File: config.mk
export PLATFORM = sky130hd
export DESIGN_NAME = seq_counter
export DESIGN_NICKNAME = d
export VERILOG_FILES = /design/src/rtl/seq_counter_pkg.sv /design/src/rtl/seq_prescaler.sv /design/src/rtl/seq_counter.sv
export SDC_FILE = /design/constraint.sdc
export NUM_CORES = 1
export LEC_CHECK = 0
export ABC_AREA = 1
export CORE_MARGIN = 5
export CORE_UTILIZATION = 35
export DETAILED_ROUTE_END_ITERATION = 7
export HOLD_SLACK_MARGIN = 0.12
export PLACE_DENSITY_LB_ADDON = 0.08
export SLEW_MARGIN = 20
export SYNTH_ARGS = -nofsm -noshare
export SYNTH_HDL_FRONTEND = slang
export SYNTH_SLANG_ARGS = --single-unit
File: constraint.sdc
create_clock -name clk -period 2 [get_ports clk]
set_input_delay 0.4 -clock clk [delete_from_list [all_inputs] [get_ports clk]]
set_output_delay 0.4 -clock clk [all_outputs]
set_load 0.02 [all_outputs]
File: src/rtl/seq_counter_pkg.sv
// -----------------------------------------------------------------------------
// seq_counter_pkg
// Shared types and helpers for the parametrised sequence counter.
//   mode_e     : sequence select (binary up, binary down, Gray up, Johnson)
//   word_t     : widest supported counter word; callers size-cast the result
//   bin2gray   : binary to reflected Gray code
//   start_val  : first value of a sequence for a given mode
//   term_val   : terminal value of a sequence for a given mode
// -----------------------------------------------------------------------------
package seq_counter_pkg;

    localparam int MAX_WIDTH = 16;

    typedef logic [MAX_WIDTH-1:0] word_t;

    typedef enum logic [1:0] {
        MODE_UP      = 2'd0,
        MODE_DOWN    = 2'd1,
        MODE_GRAY    = 2'd2,
        MODE_JOHNSON = 2'd3
    } mode_e;

    function automatic word_t bin2gray(input word_t v);
        return v ^ (v >> 1);
    endfunction

    // Gray mode counts a binary value internally, so it shares the up start.
    function automatic word_t start_val(input mode_e m, input word_t max_val);
        return (m == MODE_DOWN) ? max_val : '0;
    endfunction

    // Johnson terminal is the single MSB pattern {1, 0...0}, so it needs the
    // actual counter width rather than the top value.
    function automatic word_t term_val(input mode_e m, input word_t max_val,
                                       input int width);
        word_t r;
        case (m)
            MODE_UP, MODE_GRAY: r = max_val;
            MODE_DOWN:          r = '0;
            MODE_JOHNSON:       r = word_t'(1) << (width - 1);
            default:            r = '0;
        endcase
        return r;
    endfunction

endpackage

File: src/rtl/seq_prescaler.sv
// -----------------------------------------------------------------------------
// seq_prescaler
// Clock-enable tick generator for the sequence counter. The internal counter
// advances on every enabled cycle and returns to zero when it reaches the
// programmed prescale value, so o_tick is high once per (prescale+1) enabled
// cycles. No derived clock is produced.
// Ports:
//   clk        : clock, posedge
//   rst        : asynchronous active-high reset
//   i_en       : advance enable; low freezes the counter
//   i_clear    : synchronous clear (load / mode change in the parent)
//   i_prescale : terminal value of the prescaler counter
//   o_tick     : combinational, high while the counter equals i_prescale
// -----------------------------------------------------------------------------
module seq_prescaler #(
    parameter int W = 24
) (
    input  logic         clk,
    input  logic         rst,
    input  logic         i_en,
    input  logic         i_clear,
    input  logic [W-1:0] i_prescale,
    output logic         o_tick
);

    logic [W-1:0] r_cnt;

    assign o_tick = (r_cnt == i_prescale);

    always_ff @(posedge clk or posedge rst) begin
        if (rst) begin
            r_cnt <= '0;
        end else if (i_clear) begin
            r_cnt <= '0;
        end else if (i_en) begin
            r_cnt <= o_tick ? '0 : r_cnt + W'(1);
        end
    end

endmodule

File: src/rtl/seq_counter.sv
// -----------------------------------------------------------------------------
// seq_counter
// Parametrised synchronous sequence counter: binary up, binary down, Gray and
// Johnson sequences with load, enable, saturate-or-wrap and terminal count.
// Optional feature macro: SEQ_COUNTER_PRESCALE_EN
//   defined   : a seq_prescaler gates steps to once per (prescale+1) enabled
//               cycles
//   undefined : every enabled cycle steps; prescale is ignored
// Ports:
//   clk        : clock, posedge
//   rst        : asynchronous active-high reset
//   en         : count enable
//   mode       : 0 up, 1 down, 2 Gray, 3 Johnson
//   load       : synchronous load of load_val (highest priority)
//   load_val   : value to load (clamped to MAX_VAL outside Johnson mode)
//   stop_at_tc : 1 holds at terminal value, 0 wraps to start
//   prescale   : prescaler terminal value
//   count      : current sequence value (Gray-coded in mode 2)
//   tc         : count is at the terminal value of the registered mode
//   wrap       : one-cycle pulse while count first shows the start value
// -----------------------------------------------------------------------------
module seq_counter
    import seq_counter_pkg::*;
#(
    parameter int WIDTH      = 3,
    parameter int MAX_VAL    = 2**WIDTH - 1,
    parameter int PRESCALE_W = 24
) (
    input  logic                  clk,
    input  logic                  rst,
    input  logic                  en,
    input  logic [1:0]            mode,
    input  logic                  load,
    input  logic [WIDTH-1:0]      load_val,
    input  logic                  stop_at_tc,
    input  logic [PRESCALE_W-1:0] prescale,
    output logic [WIDTH-1:0]      count,
    output logic                  tc,
    output logic                  wrap
);

    localparam word_t           MAX_WORD = word_t'(MAX_VAL);
    localparam logic [WIDTH-1:0] MAX_Q   = WIDTH'(MAX_VAL);

    logic [WIDTH-1:0] r_q;
    mode_e            r_mode;
    logic             r_wrap;

    mode_e            w_mode_in;
    logic             w_mode_change;
    logic             w_tick;
    logic             w_step;
    logic [WIDTH-1:0] w_new_start;
    logic [WIDTH-1:0] w_cur_start;
    logic [WIDTH-1:0] w_term;
    logic [WIDTH-1:0] w_load_q;
    logic [WIDTH-1:0] w_next;

    assign w_mode_in     = mode_e'(mode);
    assign w_mode_change = (w_mode_in != r_mode);

    assign w_new_start = WIDTH'(start_val(w_mode_in, MAX_WORD));
    assign w_cur_start = WIDTH'(start_val(r_mode, MAX_WORD));
    assign w_term      = WIDTH'(term_val(r_mode, MAX_WORD, WIDTH));

    // Johnson loads are taken verbatim; an illegal pattern is left to circulate.
    assign w_load_q = (r_mode != MODE_JOHNSON && load_val > MAX_Q) ? MAX_Q : load_val;

`ifdef SEQ_COUNTER_PRESCALE_EN
    seq_prescaler #(
        .W (PRESCALE_W)
    ) u_prescaler (
        .clk        (clk),
        .rst        (rst),
        .i_en       (en),
        .i_clear    (load | w_mode_change),
        .i_prescale (prescale),
        .o_tick     (w_tick)
    );
`else
    logic w_unused_prescale;
    assign w_unused_prescale = ^prescale;
    assign w_tick            = 1'b1;
`endif

    assign w_step = en & w_tick;

    // NOTE: every signal written in always_comb gets a default first, so no
    // path leaves it unassigned and no latch is inferred.
    always_comb begin
        w_next = r_q;
        case (r_mode)
            MODE_UP, MODE_GRAY: w_next = r_q + WIDTH'(1);
            MODE_DOWN:          w_next = r_q - WIDTH'(1);
            MODE_JOHNSON:       w_next = {r_q[WIDTH-2:0], ~r_q[WIDTH-1]};
            default:            w_next = r_q;
        endcase
    end

    // NOTE: state uses non-blocking assignments so every flop samples the
    // pre-edge values regardless of statement order.
    always_ff @(posedge clk or posedge rst) begin
        if (rst) begin
            r_q    <= '0;
            r_mode <= MODE_UP;
            r_wrap <= 1'b0;
        end else begin
            r_wrap <= 1'b0;
            if (load) begin
                r_q <= w_load_q;
            end else if (w_mode_change) begin
                r_q    <= w_new_start;
                r_mode <= w_mode_in;
            end else if (w_step) begin
                if (tc) begin
                    // Saturating mode holds silently; wrapping mode restarts.
                    if (!stop_at_tc) begin
                        r_q    <= w_cur_start;
                        r_wrap <= 1'b1;
                    end
                end else begin
                    r_q <= w_next;
                end
            end
        end
    end

    assign tc    = (r_q == w_term);
    assign wrap  = r_wrap;
    assign count = (r_mode == MODE_GRAY) ? WIDTH'(bin2gray(word_t'(r_q))) : r_q;

endmodule
==> impl_metrics.prom <==
# TYPE chip_impl_metric gauge
chip_impl_metric{name="antenna_found_initial",unit=""} 0
chip_impl_metric{name="drt_first_iter_violations",unit=""} 13
chip_impl_info{name="post_synth_main_area_contributors",value="sky130_fd_sc_hd__dfrtp_1, sky130_fd_sc_hd__nand2_1, sky130_fd_sc_hd__nand2_4"} 1
chip_impl_metric{name="post_synthesis_register_bit_count",unit=""} 6
chip_impl_metric{name="port_buffers",unit=""} 14
chip_impl_metric{name="syn-num-nets",unit=""} 117
chip_impl_metric{name="tritoncts_num_sinks",unit=""} 6
chip_impl_metric{name="fin_crit_sh",unit=""} 0.913
chip_impl_metric{name="drive_above_1_share",unit=""} 0.265
chip_impl_metric{name="maxSlewHeadroom",unit=""} 0.803
chip_impl_metric{name="leakage",unit="nW"} 0.419
chip_impl_metric{name="wl",unit="µm"} 1360
chip_impl_metric{name="switchingPower",unit="W"} 0.000231
chip_impl_info{name="tritoncts",value="yes"} 1
chip_impl_metric{name="sequential_power_share",unit=""} 0.279
chip_impl_metric{name="max_slew.worst_pin.slew",unit="ns"} 0.294
chip_impl_metric{name="layout.cells.non_filler",unit=""} 119
chip_impl_info{name="cts_root_buffer",value="sky130_fd_sc_hd__clkbuf_4"} 1
chip_impl_metric{name="postSynthCellCount",unit=""} 82
chip_impl_info{name="critical_path_source_type",value="flop"} 1
chip_impl_metric{name="reg2reg_slack",unit="ns"} 0.24
chip_impl_metric{name="synthToLayoutAreaGrowth",unit="%"} 32.7
chip_impl_metric{name="ys.warnings.count",unit=""} 0
chip_impl_metric{name="die_h",unit="µm"} 51.9
chip_impl_metric{name="swShare",unit=""} 0.410
chip_impl_metric{name="htreeDepth",unit=""} 1
chip_impl_info{name="final_cell_mix",value="sky130_fd_sc_hd__nand2_1, sky130_fd_sc_hd__clkdlybuf4s50_1, sky130_fd_sc_hd__inv_1"} 1
chip_impl_metric{name="route.vias.total",unit=""} 573
chip_impl_metric{name="synthDistinctLibCells",unit=""} 26
chip_impl_metric{name="power.density",unit="nW/µm²"} 693
chip_impl_metric{name="comb_power_share",unit=""} 0.524
chip_impl_metric{name="timing.critical_path.required",unit="ns"} 1.60
chip_impl_metric{name="dp.final_hpwl",unit="µm"} 1140
chip_impl_metric{name="clock-skew-final",unit="ns"} 0.000141
chip_impl_metric{name="worstPathArrival",unit="ns"} 1.43
chip_impl_info{name="crit_chain",value="buf_4 > clkdlybuf4s50_1"} 1
chip_impl_info{name="synth_ff_type",value="sky130_fd_sc_hd__dfrtp_1"} 1
chip_impl_metric{name="globalRouteTotalUtil",unit=""} 0.126
chip_impl_metric{name="ys_async_sr_fraction",unit=""} 1.00
chip_impl_metric{name="placement_rows",unit=""} 15
chip_impl_metric{name="antenna_cells_inserted",unit=""} 0
chip_impl_metric{name="max_cap_viol_count",unit=""} 0
chip_impl_metric{name="timing.final.setup_violations",unit=""} 0
chip_impl_metric{name="postCtsSetupBuffers",unit=""} 0
chip_impl_info{name="status",value="finished clean"} 1
chip_impl_metric{name="max_clk_rate",unit="GHz"} 0.547
chip_impl_metric{name="initial_utilization",unit=""} 0.363
chip_impl_metric{name="ioPinCount",unit=""} 39
chip_impl_info{name="timing.hold.worst.class",value="in2async"} 1
chip_impl_metric{name="finalHoldViolCount",unit=""} 0
chip_impl_metric{name="core_area",unit="µm²"} 1690
chip_impl_metric{name="place.detailed.instances",unit=""} 116
chip_impl_metric{name="first_global_vias",unit=""} 569
chip_impl_metric{name="timing.setup.tns",unit="ns"} 0
chip_impl_metric{name="globalplace.congestion",unit=""} 0.785
chip_impl_metric{name="synth_edf_count",unit=""} 0
chip_impl_metric{name="numCtsBuffers",unit=""} 3
chip_impl_metric{name="grt_first_pass_wirelength",unit="µm"} 2450
chip_impl_metric{name="maximum_number_of_pins_on_one_net_before_global_route_repair",unit=""} 7
chip_impl_metric{name="cpPeakStageDelay",unit="ns"} 0.59
chip_impl_metric{name="number_of_buffers_between_clock_root_and_the_deepest_sink",unit=""} 2
chip_impl_metric{name="seq_area_frac_synth",unit=""} 0.245
chip_impl_metric{name="grt_overflow",unit=""} 0
chip_impl_info{name="final_common_cell",value="sky130_fd_sc_hd__nand2_1"} 1
chip_impl_info{name="cpMaxStageDelayCell",value="sky130_fd_sc_hd__clkdlybuf4s50_1"} 1
chip_impl_metric{name="drv_slew",unit=""} 0
chip_impl_metric{name="clock_pin_slew_reported_for_the_worst_setup_and_hold_paths_after_clock_tree_synthesis",unit="ns"} 0.04
chip_impl_metric{name="utilization",unit=""} 0.481
chip_impl_info{name="worst_setup_path_end_kind",value="primary output"} 1
chip_impl_metric{name="pre_antenna_drt_iters",unit=""} 4
chip_impl_info{name="rsz_0062_raised_after_global_routing",value="false"} 1
chip_impl_metric{name="syn_area",unit="µm²"} 613
chip_impl_metric{name="post_drt_wl_per_cell",unit="µm"} 11.4
chip_impl_metric{name="syn_avg_cell_area",unit="µm²"} 7.48
chip_impl_metric{name="netlist.area_leader.share",unit=""} 0.245
chip_impl_info{name="path_class",value="reg2out"} 1
chip_impl_metric{name="post_drt_via_cell_ratio",unit=""} 4.82
chip_impl_metric{name="clockPowerShare",unit=""} 0.197
chip_impl_metric{name="final_period_minus_worst_setup_slack",unit="ns"} 1.83
chip_impl_metric{name="worstPathMaxFanout",unit=""} 5
chip_impl_metric{name="detail_route.drc_violations",unit=""} 0
chip_impl_metric{name="chipWidth",unit="µm"} 51.9
chip_impl_metric{name="holdWs",unit="ns"} 0.370
chip_impl_metric{name="drt.antenna.violating_nets",unit=""} 0
chip_impl_info{name="synth_top_cell_by_area",value="sky130_fd_sc_hd__dfrtp_1"} 1
chip_impl_metric{name="worst_skew_pair.late_latency",unit="ns"} 0.24
chip_impl_metric{name="peakVddDrop",unit="µV"} 377
chip_impl_metric{name="p_int",unit="W"} 0.000332
chip_impl_metric{name="fp.dieArea",unit="µm²"} 2690
chip_impl_metric{name="num-nets-final",unit=""} 139
## flip-flops by register name (all words and copies together), names as in the netlist
register / count
r_q: 3
r_mode: 2
wrap: 1
## path summary, 6_finish.rpt
kind / startpoint / depth (start not counted) / to
min in group clk: r_q[0] / 2 / r_q[0]
max: r_q[2] / 2 / count[2]
max reg2reg: r_q[0] / 10 / r_q[1]
max in group asynchronous: rst / 2 / r_mode[0]
min: rst / 2 / r_q[2]
min reg2reg: r_q[0] / 2 / r_q[0]
## through the flow
| step | power (W) | cell area (µm²) | worst slack [ns] |
|---|---|---|---|
| after global placement | 0.000464 | 793 | 0.142 |
| after global routing | 0.000622 | 813 | 0.0777 |
| after CTS | 0.000574 | 813 | 0.146 |
| after floorplan | 0.000365 | 613 | 0.387 |
| final | 0.000563 | 813 | 0.173 |
| after detailed placement | 0.000465 | 793 | 0.147 |
## worst max-delay path, delay by kind of cell (launching register included)
family                 cells  cell delay, ns
flip-flops                 1            0.43
buffers and inverters      2            0.75
## cells by family after synthesis
group	Yosys count	share of synthesized area
DFF	6	0.245
xor gates and xnor gates	4	0.0572
buffers and inverters	13	0.102
and+or+nand+nor	47	0.463
AOI/OAI and AO/OA	11	0.100
adders and majority gates	1	0.0327
## synthesized netlist by cell type (2+ instances only)
cell type	number
sky130_fd_sc_hd__nand2_1	23
sky130_fd_sc_hd__inv_1	7
sky130_fd_sc_hd__dfrtp_1	6
sky130_fd_sc_hd__nand2_4	5
sky130_fd_sc_hd__o21ai_0	5
sky130_fd_sc_hd__nand3_1	4
sky130_fd_sc_hd__inv_2	3
sky130_fd_sc_hd__nand2_2	3
sky130_fd_sc_hd__nor2_1	3
sky130_fd_sc_hd__o21ai_1	3
sky130_fd_sc_hd__nand3_2	2
sky130_fd_sc_hd__nor2_2	2
sky130_fd_sc_hd__xnor2_1	2
sky130_fd_sc_hd__xor2_1	2
## metal layers
layer / share of wire / track usage / wire [µm]
met5: 0 / 0 / 0
met4: 0.0088 / 0.0524 / 12
met3: 0.065 / 0.0458 / 88
met2: 0.46 / 0.205 / 624
met1: 0.47 / 0.147 / 634
## cell type report
| class | instances | area [µm²] |
|---|---|---|
| Clock buffer | 3 | 22.5 |
| Fill cell | 199 | 876 |
| Inverter | 11 | 43.8 |
| Multi-Input combinational cell | 63 | 400 |
| Sequential cell | 6 | 151 |
| Tap cell | 17 | 21.3 |
| Timing Repair Buffer | 19 | 174 |
## power by group through the flow
stage / clock network (W) / registers (W) / logic (W)
after floorplan: 0 / 0.000153 / 0.000212
after global placement: 0 / 0.000159 / 0.000305
after detailed placement: 0 / 0.000159 / 0.000306
after CTS: 0.000118 / 0.000157 / 0.000299
after global routing: 0.000129 / 0.000160 / 0.000334
final: 0.000111 / 0.000157 / 0.000295
## repair_timing
item	in CTS	in global routing
setup endpoints to repair	3	0
gates resized for setup	4	0
hold buffers	0	0
Power figures use the tool's default switching activity.
